File: src/rtl/cpu_pkg.sv
// Shared types and constants for the instruction-cycle sequencer.
// Phase vectors are [0:3] with bit 0 = fetch, so the literals read left to right.
package cpu_pkg;

  typedef enum logic [1:0] {IDLE, RUN, HALTED, ERROR} seq_state_t;

  localparam int NUM_PHASES = 4;

  typedef logic [0:NUM_PHASES-1] phase_t;

  localparam phase_t PH_NONE   = 4'b0000;
  localparam phase_t PH_FETCH  = 4'b1000;
  localparam phase_t PH_DECODE = 4'b0100;
  localparam phase_t PH_EXEC   = 4'b0010;
  localparam phase_t PH_WB     = 4'b0001;

  function automatic logic is_mem_phase(input phase_t p);
    return (p == PH_FETCH) || (p == PH_EXEC);
  endfunction

  function automatic phase_t next_phase(input phase_t p);
    phase_t n;
    case (p)
      PH_FETCH:  n = PH_DECODE;
      PH_DECODE: n = PH_EXEC;
      PH_EXEC:   n = PH_WB;
      default:   n = PH_FETCH;
    endcase
    return n;
  endfunction

endpackage

File: src/rtl/phase_sequencer_if.sv
// Control and status bundle between the sequencer and the CPU datapath/control.
interface phase_sequencer_if import cpu_pkg::*; #(
  parameter int CNT_W = 16
) ();

  logic             run;
  logic             halt_req;
  logic             mem_ready;
  phase_t           phase;
  logic             mem_req;
  logic             instr_done;
  logic [CNT_W-1:0] instr_count;
  logic             halted;
  logic             timeout_err;

  modport master (
    output run, halt_req, mem_ready,
    input  phase, mem_req, instr_done, instr_count, halted, timeout_err
  );

  modport slave (
    input  run, halt_req, mem_ready,
    output phase, mem_req, instr_done, instr_count, halted, timeout_err
  );

endinterface

File: src/rtl/stall_timer.sv
// Counts consecutive stalled cycles of a memory phase; expired means the
// next stall would be number TIMEOUT.
module stall_timer #(
  parameter int TIMEOUT = 15
) (
  input  logic clk,
  input  logic rst_n,
  input  logic clr,
  input  logic inc,
  output logic expired
);

  localparam logic [7:0] LAST = 8'(TIMEOUT - 1);

  logic [7:0] cnt_reg;
  logic [7:0] cnt_next;

  always_ff @(posedge clk or negedge rst_n) begin
    if (!rst_n) begin
      cnt_reg <= '0;
    end else begin
      cnt_reg <= cnt_next;
    end
  end

  always_comb begin
    cnt_next = cnt_reg;
    if (clr) begin
      cnt_next = '0;
    end else if (inc) begin
      cnt_next = cnt_reg + 8'd1;
    end
  end

  assign expired = (cnt_reg == LAST);

endmodule

File: src/rtl/phase_sequencer.sv
// Four-phase fetch/decode/execute/writeback sequencer with memory stalls,
// boundary halting, retired-instruction counter and sticky stall timeout.
module phase_sequencer import cpu_pkg::*; #(
  parameter int CNT_W   = 16,
  parameter int TIMEOUT = 15
) (
  input  logic               clk,
  input  logic               rst_n,
  phase_sequencer_if.slave   bus
);

  seq_state_t       state_reg, state_next;
  phase_t           phase_reg, phase_next;
  logic             done_reg, done_next;
  logic [CNT_W-1:0] count_reg, count_next;

  logic stall_inc;
  logic stall_expired;

  stall_timer #(.TIMEOUT(TIMEOUT)) u_stall_timer (
    .clk     (clk),
    .rst_n   (rst_n),
    .clr     (!stall_inc),
    .inc     (stall_inc),
    .expired (stall_expired)
  );

  always_ff @(posedge clk or negedge rst_n) begin
    if (!rst_n) begin
      state_reg <= IDLE;
      phase_reg <= PH_NONE;
      done_reg  <= 1'b0;
      count_reg <= '0;
    end else begin
      state_reg <= state_next;
      phase_reg <= phase_next;
      done_reg  <= done_next;
      count_reg <= count_next;
    end
  end

  always_comb begin
    state_next = state_reg;
    phase_next = phase_reg;
    done_next  = 1'b0;
    count_next = count_reg;
    stall_inc  = 1'b0;
    case (state_reg)
      IDLE: begin
        if (bus.run && !bus.halt_req) begin
          state_next = RUN;
          phase_next = PH_FETCH;
        end
      end
      RUN: begin
        if (is_mem_phase(phase_reg) && !bus.mem_ready) begin
          if (stall_expired) begin
            state_next = ERROR;
            phase_next = PH_NONE;
          end else begin
            stall_inc = 1'b1;
          end
        end else if (phase_reg == PH_WB) begin
          // Instruction boundary: the only place run/halt_req are honoured.
          done_next  = 1'b1;
          count_next = count_reg + 1'b1;
          if (bus.halt_req) begin
            state_next = HALTED;
            phase_next = PH_NONE;
          end else if (!bus.run) begin
            state_next = IDLE;
            phase_next = PH_NONE;
          end else begin
            phase_next = PH_FETCH;
          end
        end else begin
          phase_next = next_phase(phase_reg);
        end
      end
      HALTED: begin
        if (!bus.halt_req) begin
          if (bus.run) begin
            state_next = RUN;
            phase_next = PH_FETCH;
          end else begin
            state_next = IDLE;
          end
        end
      end
      ERROR: begin
        phase_next = PH_NONE;
      end
      default: begin
        state_next = IDLE;
        phase_next = PH_NONE;
      end
    endcase
  end

  assign bus.phase       = phase_reg;
  assign bus.mem_req     = (state_reg == RUN) && is_mem_phase(phase_reg);
  assign bus.instr_done  = done_reg;
  assign bus.instr_count = count_reg;
  assign bus.halted      = (state_reg == HALTED);
  assign bus.timeout_err = (state_reg == ERROR);

endmodule

File: src/flat_wrapper.sv
// flat-port wrapper written by rule: the top's interface ports become plain ports
module phase_sequencer_flat import cpu_pkg::*;
#(
  parameter int CNT_W   = 16,
  parameter int TIMEOUT = 15
)
  (clk, rst_n, bus_run, bus_halt_req, bus_mem_ready, bus_phase, bus_mem_req, bus_instr_done, bus_instr_count, bus_halted, bus_timeout_err);
  phase_sequencer_if #(.CNT_W(CNT_W)) bus_i ();
  input  logic clk;
  input  logic rst_n;
  input wire logic [$bits(bus_i.run)-1:0] bus_run;
  input wire logic [$bits(bus_i.halt_req)-1:0] bus_halt_req;
  input wire logic [$bits(bus_i.mem_ready)-1:0] bus_mem_ready;
  output wire logic [$bits(bus_i.phase)-1:0] bus_phase;
  output wire logic [$bits(bus_i.mem_req)-1:0] bus_mem_req;
  output wire logic [$bits(bus_i.instr_done)-1:0] bus_instr_done;
  output wire logic [$bits(bus_i.instr_count)-1:0] bus_instr_count;
  output wire logic [$bits(bus_i.halted)-1:0] bus_halted;
  output wire logic [$bits(bus_i.timeout_err)-1:0] bus_timeout_err;
  assign bus_i.run = bus_run;
  assign bus_i.halt_req = bus_halt_req;
  assign bus_i.mem_ready = bus_mem_ready;
  assign bus_phase = bus_i.phase;
  assign bus_mem_req = bus_i.mem_req;
  assign bus_instr_done = bus_i.instr_done;
  assign bus_instr_count = bus_i.instr_count;
  assign bus_halted = bus_i.halted;
  assign bus_timeout_err = bus_i.timeout_err;
  phase_sequencer #(.CNT_W(CNT_W), .TIMEOUT(TIMEOUT)) u_core (.clk(clk), .rst_n(rst_n), .bus(bus_i));
endmodule
File: config.mk
export PLATFORM = sky130hd
export DESIGN_NAME = phase_sequencer_flat
export DESIGN_NICKNAME = d
export VERILOG_FILES = /design/src/rtl/cpu_pkg.sv /design/src/rtl/phase_sequencer_if.sv /design/src/rtl/stall_timer.sv /design/src/rtl/phase_sequencer.sv /design/src/flat_wrapper.sv
export SDC_FILE = /design/constraint.sdc
export NUM_CORES = 1
export LEC_CHECK = 0
export CAP_MARGIN = 20
export CORE_MARGIN = 3
export CORE_UTILIZATION = 55
export DETAILED_ROUTE_END_ITERATION = 10
export DONT_BUFFER_PORTS = 1
export PLACE_DENSITY_LB_ADDON = 0.08
export SETUP_SLACK_MARGIN = 0.1
export SYNTH_ARGS = -nofsm -noshare
export SYNTH_HDL_FRONTEND = slang
export SYNTH_SLANG_ARGS = --single-unit
File: constraint.sdc
create_clock -name clk -period 3.05 [get_ports clk]
set_clock_uncertainty 0.2 [all_clocks]
set_input_delay 0.61 -clock clk [delete_from_list [all_inputs] [get_ports clk]]
set_output_delay 0.61 -clock clk [all_outputs]
set_load 0.02 [all_outputs]
* Yosys cells after proc, flatten, opt, wreduce, memory -nomap -nowiden
Cells that the tools add are included.
Word-level totals: register bits 31, bits in latches 0, RAM bits 0, memory bits (read-only) 0, output and inout bits 24, word-level logic and storage cells 59, memories 0
Operators by class: $add $sub $neg 2, $mul 0, divide/modulo/power cells 0, order comparisons 0, eq/ne operators 14, shift-type cells 0, mux-type cells 26, bitwise gates (word level) 1, reduce and logical (&&, ||, !) cells 11
Operator list (number):
- 4-bit two-way mux | 8
- 16-bit by 1-bit adder with 16-bit output (second input constant) | 1
- 4-bit case mux with 4 select lines | 1
- 2-bit two-way mux | 7
- 4-bit case mux with 3 select lines | 1
- 8-bit by 1-bit adder with 8-bit output (second input constant) | 1
- 8-bit by 4-bit == test with 1-bit output (second input constant) | 1
- 8-bit two-way mux | 1
- 1-bit two-way mux | 7
- 2-bit case mux with 3 select lines | 1
- 6-bit AND reduction | 1
- 2-bit == test (second input constant) | 2
- 4-bit by 1-bit == test with 1-bit output (second input constant) | 1
- 4-bit by 2-bit == test with 1-bit output (second input constant) | 1
- 4-bit by 3-bit == test with 1-bit output (second input constant) | 1
- 4-bit == test (second input constant) | 1
- 2-bit != test (second input constant) | 2
- 4-bit by 3-bit != test with 1-bit output (second input constant) | 1
- 4-bit AND reduction | 1
- 1-bit logical AND | 3
- 3-bit by 1-bit != test with 1-bit output (second input constant) | 1
- 3-bit by 2-bit != test with 1-bit output (second input constant) | 1
- 3-bit AND reduction | 1
- 3-bit nonzero test | 1
- other kinds (6) | 7

* Longest topological paths before layout
Gate-level depths: netlist of the first run.
depth in word-level cells 6, gate-level depth with buffers 9

* Cells and area by module
Synthesis of the first run repeated with hierarchy kept, for this count alone.
Second synthesis, totals: cells, all modules 159, area, all modules 1692.9 µm²
By module, submodules not included:
- phase_sequencer | times used 1, cells an instance 117, area an instance 1266.2 µm²
- stall_timer | times used 1, cells an instance 42, area an instance 426.7 µm²

* Worst setup path after synthesis of the first run
OpenSTA, ideal clock, no wires.
path type reg-to-output, from register u_core.state_reg[1], to output port bus_mem_req, data arrival time 1615 ps, required time 2240 ps, setup slack 625 ps, cell stages (with the launch flop) 6, buffers on the path 1, cells stage by stage dfrtp_1 -> inv_1 -> ha_1 -> clkbuf_1 -> inv_1 -> nor4_1
Between the ends: cells in the longest elaborated chain, start to end 2
Ends and longest elaborated chain:
- from (decl) | RTL line phase_sequencer.sv:12 | seq_state_t state_reg, state_next;
- from (signal assigned) | RTL line phase_sequencer.sv:35 | state_reg <= state_next;
- 2-bit by 1-bit == test with 1-bit output | RTL line phase_sequencer.sv:101 | assign bus.mem_req = (state_reg == RUN) && is_mem_phase(phase_reg);
- 1-bit logical AND | RTL line phase_sequencer.sv:101
- to (decl) | RTL line flat_wrapper.sv:15 | output wire logic [$bits(bus_i.mem_req)-1:0] bus_mem_req;
Every way passes these cells.

* Worst setup path in the final report of the first run
Ends and elaborated chain as after synthesis.

==> results of run 1 <==
[per-layer routing]
layer  GRT usage [%]  up-vias  wire length (um)
li1                -      538                 -
met1            23.8      554              1350
met2            31.6       28              1460
met3            7.23        5               172
met4            7.43        0                38
met5               0        -                 0
[critical path: stages, from the launching register on]
cell     delay [ns]
dfrtp_1        0.42
inv_1          0.11
ha_1           0.31
inv_1          0.14
nor4_1         0.28
buf_4          0.20
[synth_stat cells, drive strengths merged, types with 2 or more instances]
| library cell | number |
|---|---|
| o211ai | 2 |
| nand4 | 4 |
| mux2 | 3 |
| and4 | 2 |
| buf | 6 |
| nand2 | 9 |
| xnor2 | 11 |
| or3 | 3 |
| inv | 9 |
| nor3 | 7 |
| xor2 | 12 |
| o221ai | 2 |
| dfrtp | 31 |
| a32o | 2 |
| nor4 | 3 |
| nor2 | 13 |
| nand3 | 7 |
| and3 | 2 |
| nor4b | 2 |
| o21ai | 2 |
| ha | 7 |
[cell families (layout without fill, tap and decap cells)]
kind of cell / after synthesis / after routing
and+or+nand+nor: 59 / 59
buffers and inverters: 16 / 20
adders and majority gates: 7 / 7
muxes: 4 / 4
DFF: 31 / 31
xor gates and xnor gates: 23 / 23
AOI/OAI and AO/OA: 14 / 14
[stage by stage]
step	worst slack, ns	instance area, sq um	utilization, %	power [mW]
2_1_floorplan	0.625	1650	-	0.826
3_3_place_gp	0.768	1640	58.5	0.867
3_5_place_dp	0.695	1640	58.5	0.886
4_1_cts	0.435	1740	62.0	1.17
5_1_grt	0.280	1740	62.0	1.24
6_report	0.450	1740	62.0	1.16
[cell type report]
cell class / instances / area [sq um] / area share (%)
clock buffer: 8 / 68.8 / 3.96
inverter: 9 / 33.8 / 1.94
multi-input combinational: 107 / 785 / 45.1
sequential: 31 / 776 / 44.6
tap: 31 / 38.8 / 2.23
timing repair buffer: 3 / 37.5 / 2.16
[worst max-delay path by stage]
stage | start | end | slack, ns | cells after the start
2_1_floorplan | u_core.state_reg[1] | bus_mem_req | 0.63 | 5
3_3_place_gp | u_core.bus.phase[2] | u_core.state_reg[0] | 0.77 | 4
3_5_place_dp | u_core.state_reg[1] | u_core.state_reg[0] | 0.70 | 6
4_1_cts | u_core.state_reg[1] | bus_mem_req | 0.44 | 5
5_1_grt | u_core.state_reg[1] | bus_mem_req | 0.28 | 5
6_report | u_core.state_reg[1] | bus_mem_req | 0.45 | 5
[power by group through the flow]
| stage | Clock (mW) | Sequential [mW] | Combinational, mW |
|---|---|---|---|
| 6_report | 0.271 | 0.525 | 0.367 |
| 5_1_grt | 0.299 | 0.534 | 0.406 |
| 4_1_cts | 0.281 | 0.525 | 0.367 |
| 3_5_place_dp | 0 | 0.532 | 0.354 |
| 3_3_place_gp | 0 | 0.531 | 0.336 |
| 2_1_floorplan | 0 | 0.495 | 0.331 |
[timing repair]
action | in CTS | in global routing
hold buffers | 2 | 0
hold endpoints to repair | 31 | 0
resized for setup | 0 | 0
==> impl_results.md, run 1 <==
- Outcome: finished, final reports clean
- First-pass GRT wire length: ~5.3 mm
- Synth async-reset ratio: between 90% and 100%
- Max-slew headroom: approximately 59%
- TritonCTS clock tree: yes
- Largest family of logic cells by synthesized area: simple AND/OR/NAND/NOR gates
- Adder-cell share of the synthesized area: around 5.3%
- IO Port Bufs: 0
- Synth top area share: a little under half
- Max-cap violations: 0
- Commonest non-fill, non-tap cell in the layout: dfrtp_1
- TritonCTS Sinks: 31
- EDFF count, synth: 0
- Most frequent cells in the layout: dfrtp_1 (31), nor2_1 (13), xor2_1 (12), xnor2_1 (11)
- Min cycle time layout: ~2.6 ns
- Hold slack: ~0.33 ns
- Cell variety after synth: 43
- Reg2reg path depth: 6
- Syn Std Cell Area: between 1500 and 2000 sq um
- Top_reg_cell synth: dfrtp_1
- Share of cells above drive strength 1: between 10% and 20%
- Fin. max-slew vios: 0
- Post-synth top area cell: dfrtp_1
- Period utilization: between 80 and 90%
- Post-Syn Instances: ~150
- Comb pwr share: about a third
- HP Start: u_core.u_stall_timer.cnt_reg[0]
- Synth area leaders: dfrtp_1 (47%), xor2_1 (6.4%), xnor2_1 (5.8%)
- Final Hold Viols: 0
- Post-Syn Nets: ~170
- Largest net degree at the start of global routing: 32
- Worst setup SP type: flip-flop
- Worst reg2reg endpoint: u_core.state_reg[0]
- Hold endpoint: u_core.u_stall_timer.cnt_reg[0]
- Worst-margin pin slew: 0.604 ns
- FF-to-FF setup slack: roughly 0.7 ns
- Overall die width: ~60 um
- WL per Instance: 16.0 um
- Synth Register Bits: 31
- Max Clk Rate: roughly 0.38 GHz
- Leakage power: approximately 0.80 nW
- Final WL: 3.02 mm
- Initial antenna violation count: 0
- CORE AREA: 2810 sq um
- Setup Crit Path Kind: reg -> out
- Setup crit end kind: primary output
- Initial core utilization: roughly three fifths
- Mux contribution to synthesized area: 2.66%
- Pint: 737 uW
- Final setup fails: 0
- Placed Instances: around 180
- DP Wirelength: around 2.2 mm
- Die H: just over 60 um
- Detail Route Antenna Nets: 0
- Tot GR Track Use: roughly 20%
- Fill count: ~230
- Boundary Pins: 29
- Area delta synth->final: 5.46%
- Worst VDD drop: 0.000428 V
- Average size of a mapped cell: ~11 sq um
- Worst min-delay path class: reg -> reg
- Post-CTS setup buffers: 0
- Compound-Gate Fraction of Synth Area: 6.90%
- Max reg flops: 16
- Antenna diodes: 0
- Vias per cell: 5.95
- Critical Path RT: around 2.2 ns
- Hold Crit Depth: 1
- Setup TNS: 0 ns
- RR Startpoint: u_core.state_reg[1]
- Power share of the clock group: approximately a quarter
- Vias after detailed routing: between 1k and 1.5k
- DR iter-0 viols: between 50 and 60
- Syn. warnings: 0
- Drt first pass iters: 4
- CTS buffer count: 5
- Total congestion overflow: 0
- Root Buffer: clkbuf_4
- Clock Path Buffers: 2
- Post-synthesis sequential area ratio: 47.0%
- GP Congestion: 0.800
- Switching share of power: a little over a third
- Synth Area in XOR/XNOR: 12.2%
- Clock Latency Late Sink: 0.33 ns
- Vias in the first global route: ~1.2k
- Post-Synth Simple-Gate Area: between 20% and 30%
- DIE AREA: around 3700 sq um
- Layout Cells excl Fill: around 190
- CTS clk-pin slew, worst paths: 0.09 ns
- Sw Pwr: around 430 uW
- Nets: approximately 170
- DRC: 0
- CP arrival: between 1.5 and 2 ns
- FP Rows: 19
- RSZ-0062 raised after global routing: no
- Worst-path fanout max: 8
- Pwr Density: 669 nW/um^2
- CTS H-Tree Depth: 2
- Sequential Power Share: a little under half
(Power assumes the default switching activity.)
==> run 2: changes to the inputs <==
--- a/config.mk
+++ b/config.mk
@@ -8,6 +8,7 @@
 export CAP_MARGIN = 20
 export CORE_MARGIN = 3
 export CORE_UTILIZATION = 55
+export CTS_CLUSTER_SIZE = 8
 export DETAILED_ROUTE_END_ITERATION = 10
 export DONT_BUFFER_PORTS = 1
 export PLACE_DENSITY_LB_ADDON = 0.08
==> results of run 2 <==
No change in the layout: final DEF, timing and power equal those of run 1.
